File: config.mk
export PLATFORM = sky130hd
export DESIGN_NAME = commit_trace_tx
export DESIGN_NICKNAME = d
export VERILOG_FILES = /design/src/rtl/commit_trace_tx.sv
export SDC_FILE = /design/constraint.sdc
export NUM_CORES = 1
export LEC_CHECK = 0
export CELL_PAD_IN_SITES_DETAIL_PLACEMENT = 1
export CELL_PAD_IN_SITES_GLOBAL_PLACEMENT = 1
export CORE_MARGIN = 5
export CORE_UTILIZATION = 42
export DETAILED_ROUTE_END_ITERATION = 10
export GPL_TIMING_DRIVEN = 0
export PLACE_DENSITY_LB_ADDON = 0.05
export RECOVER_POWER = 25
export SETUP_SLACK_MARGIN = 0.5
export SLEW_MARGIN = 30
export SYNTH_ARGS = -nofsm -noshare
export SYNTH_HDL_FRONTEND = slang
export SYNTH_SLANG_ARGS = --single-unit
File: constraint.sdc
create_clock -name clk -period 42.1 [get_ports clk]
set_input_delay 4.21 -clock clk [delete_from_list [all_inputs] [get_ports clk]]
set_output_delay 4.21 -clock clk [all_outputs]
set_load 0.02 [all_outputs]
File: src/rtl/commit_trace_tx.sv
// rtl/commit_trace_tx.sv - commit trace record FIFO with cycle/commit/drop counters
// Optional no-commit watchdog built when OOOP_TRACE_WATCHDOG_EN is defined.
module commit_trace_tx #(
    parameter int DEPTH           = 8,
    parameter int PREG_W          = 6,
    parameter int STALL_THRESHOLD = 200
) (
    input  logic              clk,
    input  logic              rst,
    input  logic              commit_v,
    input  logic [31:0]       commit_pc,
    input  logic              commit_rd_used,
    input  logic [4:0]        commit_rd,
    input  logic [PREG_W-1:0] commit_prd,
    input  logic [31:0]       commit_data,
    output logic              tr_valid,
    input  logic              tr_ready,
    output logic [31:0]       tr_seq,
    output logic [31:0]       tr_cycle,
    output logic [31:0]       tr_pc,
    output logic [4:0]        tr_rd,
    output logic              tr_rd_used,
    output logic [PREG_W-1:0] tr_prd,
    output logic [31:0]       tr_data,
    output logic [31:0]       cycle_count,
    output logic [31:0]       commit_count,
    output logic [15:0]       drop_count,
    output logic              overflow,
    output logic              hang
);
    localparam int AW = $clog2(DEPTH);

    typedef struct packed {
        logic [31:0]       seq;
        logic [31:0]       cyc;
        logic [31:0]       pc;
        logic [4:0]        rd;
        logic              rd_used;
        logic [PREG_W-1:0] prd;
        logic [31:0]       data;
    } rec_t;

    if (DEPTH < 2 || (DEPTH & (DEPTH - 1)) != 0 || STALL_THRESHOLD < 1) begin : g_bad_param
        $error("commit_trace_tx: illegal DEPTH or STALL_THRESHOLD");
    end

    rec_t        mem [DEPTH];
    rec_t        head_rec;
    rec_t        new_rec;
    logic [AW:0] head;
    logic [AW:0] tail;
    logic        empty;
    logic        full;
    logic        pop;
    logic        push_ok;
    logic        drop;

    assign empty   = (head == tail);
    assign full    = (head[AW] != tail[AW]) && (head[AW-1:0] == tail[AW-1:0]);
    assign pop     = tr_valid && tr_ready;
    // A full FIFO still accepts a push when the head leaves in the same cycle.
    assign push_ok = commit_v && (!full || pop);
    assign drop    = commit_v && full && !pop;

    always_comb begin
        new_rec         = '0;
        new_rec.seq     = commit_count;
        new_rec.cyc     = cycle_count;
        new_rec.pc      = commit_pc;
        new_rec.rd      = commit_rd;
        new_rec.rd_used = commit_rd_used;
        new_rec.prd     = commit_prd;
        new_rec.data    = (commit_rd_used && commit_rd != 5'd0) ? commit_data : 32'd0;
    end

    always_ff @(posedge clk) begin
        if (!rst && push_ok) begin
            mem[tail[AW-1:0]] <= new_rec;
        end
    end

    always_ff @(posedge clk) begin
        if (rst) begin
            head         <= '0;
            tail         <= '0;
            cycle_count  <= '0;
            commit_count <= '0;
            drop_count   <= '0;
            overflow     <= 1'b0;
        end else begin
            cycle_count <= cycle_count + 32'd1;
            if (commit_v) begin
                commit_count <= commit_count + 32'd1;
            end
            if (push_ok) begin
                tail <= tail + 1'b1;
            end
            if (pop) begin
                head <= head + 1'b1;
            end
            if (drop) begin
                overflow <= 1'b1;
                if (drop_count != 16'hFFFF) begin
                    drop_count <= drop_count + 16'd1;
                end
            end
        end
    end

    // Stale memory is masked while empty so fields read zero after reset.
    assign head_rec   = empty ? '0 : mem[head[AW-1:0]];
    assign tr_valid   = !empty;
    assign tr_seq     = head_rec.seq;
    assign tr_cycle   = head_rec.cyc;
    assign tr_pc      = head_rec.pc;
    assign tr_rd      = head_rec.rd;
    assign tr_rd_used = head_rec.rd_used;
    assign tr_prd     = head_rec.prd;
    assign tr_data    = head_rec.data;

`ifdef OOOP_TRACE_WATCHDOG_EN
    logic [31:0] stall_ctr;
    logic        hang_r;

    always_ff @(posedge clk) begin
        if (rst) begin
            stall_ctr <= '0;
            hang_r    <= 1'b0;
        end else begin
            if (commit_v) begin
                stall_ctr <= '0;
            end else if (stall_ctr != 32'hFFFF_FFFF) begin
                stall_ctr <= stall_ctr + 32'd1;
            end
            // A commit this cycle forces the flag low next cycle.
            hang_r <= !commit_v && (stall_ctr >= 32'(STALL_THRESHOLD));
        end
    end

    assign hang = hang_r;
`else
    assign hang = 1'b0;
`endif

endmodule

==> results.json <==
{
  "status": "completed",
  "period_share_pct": 20.43,
  "synth_top_area_share_pct": 71.40,
  "die_w_um": 344.9,
  "via_per_inst": 5.321,
  "leakage_nw": 18.76,
  "core_mm2": 0.1110,
  "gp_congestion": 0.7071,
  "post_cts_resized": 0,
  "fmaxAchievable_ghz": 0.1162,
  "worstSetupPathType": "reg -> out",
  "fin_crit_ns": 8.603,
  "drtPass1Iterations": 5,
  "die_h_um": 344.9,
  "yosys-top-cells-count": "edfxtp_1 (1,120), mux4_2 (280), nor2_1 (225)",
  "hold_class": "reg -> reg",
  "die_area_mm2": 0.1189,
  "n_fill_cell": 10092,
  "htree_levels": 4,
  "dp_slack_ns": 33.78,
  "vdd_drop_max_mv": 0.02777,
  "syn_avg_cell_area_um2": 20.04,
  "synth-seq-cells": 1212,
  "crit_chain": "clkbuf_2, clkbuf_2, clkbuf_1, mux4_2, mux2i_1, nor2_1, clkdlybuf4s50_1",
  "clockRootBuffer": "clkbuf_16",
  "wl_per_cell_um": 26.68,
  "async_reset_ff_share_pct": 0,
  "grt_pass1_wl_um": 180100,
  "place_inst": 4387,
  "netlist-cell-type-count": 40,
  "critPathMaxStageDelay_ns": 0.71,
  "grt_overflow": 0,
  "crit_fanout": 11,
  "area_growth_pct": 23.65,
  "critPathLaunchType": "register",
  "hold_viol": 0,
  "drive_gt1_share_pct": 27.00,
  "worst_slack_ns": 33.50,
  "vias": 24647,
  "ios": 303,
  "wl_um": 123600,
  "holdBufCountCts": 0,
  "yosysWarnings": 0,
  "maxCapViolations": 0,
  "cp_slowest_cell": "clkdlybuf4s50_1",
  "synth_area_mm2": 0.04710,
  "rows": 122,
  "initial_core_util_pct": 42.44,
  "stdcell_count": 4632,
  "syn_nets": 2435,
  "crit_arrival_ns": 4.39,
  "yosysMostFrequentCell": "edfxtp_1",
  "post_cts.repair.setup_buffers": 0,
  "cts_tree": "done",
  "fin_setup_tns_ns": 0,
  "syn-instance-count": 2350,
  "dp_hpwl_um": 87480,
  "ant_nets": 0,
  "p_per_area_mw_per_mm2": 51.44,
  "port_buffers": 299,
  "post-route-drc-count": 0,
  "synth_edf_count": 1120,
  "synth_area_leaders": "edfxtp_1 (71%), mux4_2 (13%), dfxtp_1 (3.9%)",
  "antenna_found_initial": 7,
  "utilization_pct": 52.48,
  "cts_max_path_buffers": 3,
  "setup_viol": 0,
  "slew_headroom_pct": 33.24,
  "nNetsFinal": 3123,
  "grt_usage_pct": 20.81,
  "synth_top_area_cell": "edfxtp_1",
  "clk_latency_ns": 0.72,
  "clock_skew_ns": 0.02417,
  "synth_sequential_area_ratio_pct": 75.31,
  "clkTransAtPathRegs_ns": 0.06,
  "cpMostUsedCell": "clkbuf_2",
  "cp-end-kind": "primary output",
  "clkSinkCount": 1212,
  "first_global_vias": 26646,
  "drt_iter0_drc": 1665,
  "grt_max_degree": 17,
  "cts_buffers": 136,
  "rsz0062_at_grt": "false",
  "tightest_slew_ns": 1.001,
  "yosys_most_used_dff": "edfxtp_1",
  "critPathRequiredTime_ns": 37.89,
  "slew_violations": 0
}
## metrics by stage
step | cell area [um2] | power (mW) | hold WS (ns)
final | 58240 | 2.996 | 0.4636
after floorplan | 47100 | 1.654 | 0.4695
after detailed placement | 53900 | 1.883 | 0.4552
after global routing | 58240 | 3.117 | 0.5007
after global placement | 51960 | 1.878 | 0.4550
after CTS | 58210 | 3.041 | 0.4777
## logic make-up (layout without fill, tap and decap cells)
logic type	Yosys count	count (layout)	synth area share [%]
AOI/OAI and AO/OA	28	28	0.3453
xor gates and xnor gates	72	72	1.339
buffers and inverters	190	981	2.136
adders and majority gates	5	5	0.1328
DFF	1212	1212	75.31
muxes	426	426	16.49
and+or+nand+nor	416	416	4.234
other	1	4	0.007962
## placed cells by master (no fill, tap or decap), types with 7 or more instances in the layout
master and n:
xnor2_1 21, dfxtp_1 92, mux2i_1 146, clkbuf_16 141, nand4_1 34, a21oi_1 13
xor2_1 51, clkinv_1 25, clkbuf_1 85, buf_6 16, and3_1 17, buf_2 105
buf_4 227, mux4_2 280, clkdlybuf4s50_1 281, bufinv_16 12, and4_1 7, dlygate4sd3_1 18
clkbuf_2 13, edfxtp_1 1120, inv_1 8, clkinv_2 22, nor2_1 224, and2_1 36
buf_1 14, nand2_1 20, nand3_1 30
## worst paths after layout
path                                from         end  slack (ns)  depth (start not counted)
worst max-delay path            register  tr_seq[14]       33.50                          7
worst max register to register   tail[0]  mem[4][16]       37.49                         17
worst min-delay path            overflow    overflow        0.46                          2
worst min register to register  overflow    overflow        0.46                          2
## layout make-up
cell class                      count  area [um2]  area share, %
Tap cell                         1488        1862          3.197
Sequential cell                  1212       35470          60.91
Inverter                            8       30.03        0.05156
Multi-Input combinational cell    948       10700          18.37
Clock buffer                      180        3735          6.413
Timing Repair Buffer              550        4858          8.342
Antenna cell                        3       7.507        0.01289
Buffer                            182       997.2          1.712
Clock inverter                     61       581.8         0.9989
## critical path, delay by kind of cell, from the launching register on
family                 cells  cell delay [ns]
DFF                        1             0.30
and+or+nand+nor            1             0.42
buffers and inverters      4             2.50
muxes                      2             0.43
## state kept, by name, indices dropped and copies added, names as in the netlist, named ones only
signal	count
commit_count	32
tail	4
head	4
overflow	1
mem	1120
cycle_count	32
drop_count	16
## power by group
| group | total [mW] | switching (mW) | internal, mW | leakage (nW) |
|---|---|---|---|---|
| Combinational | 0.513 | 0.284 | 0.229 | 5.87 |
| Sequential | 1.33 | 0.00584 | 1.33 | 10.8 |
| Clock | 1.15 | 0.458 | 0.693 | 2.12 |
## routing by layer
| metal | vias to the layer above | share of wire [%] | track usage, % |
|---|---|---|---|
| met4 | 2 | 1.9 | 5.048 |
| li1 | 10795 | - | - |
| met1 | 13116 | 42 | 27.93 |
| met5 | - | 0.0057 | 0 |
| met2 | 587 | 51 | 35.60 |
| met3 | 147 | 4.9 | 3.801 |
No activity file was read; power rests on OpenSTA's default activity.
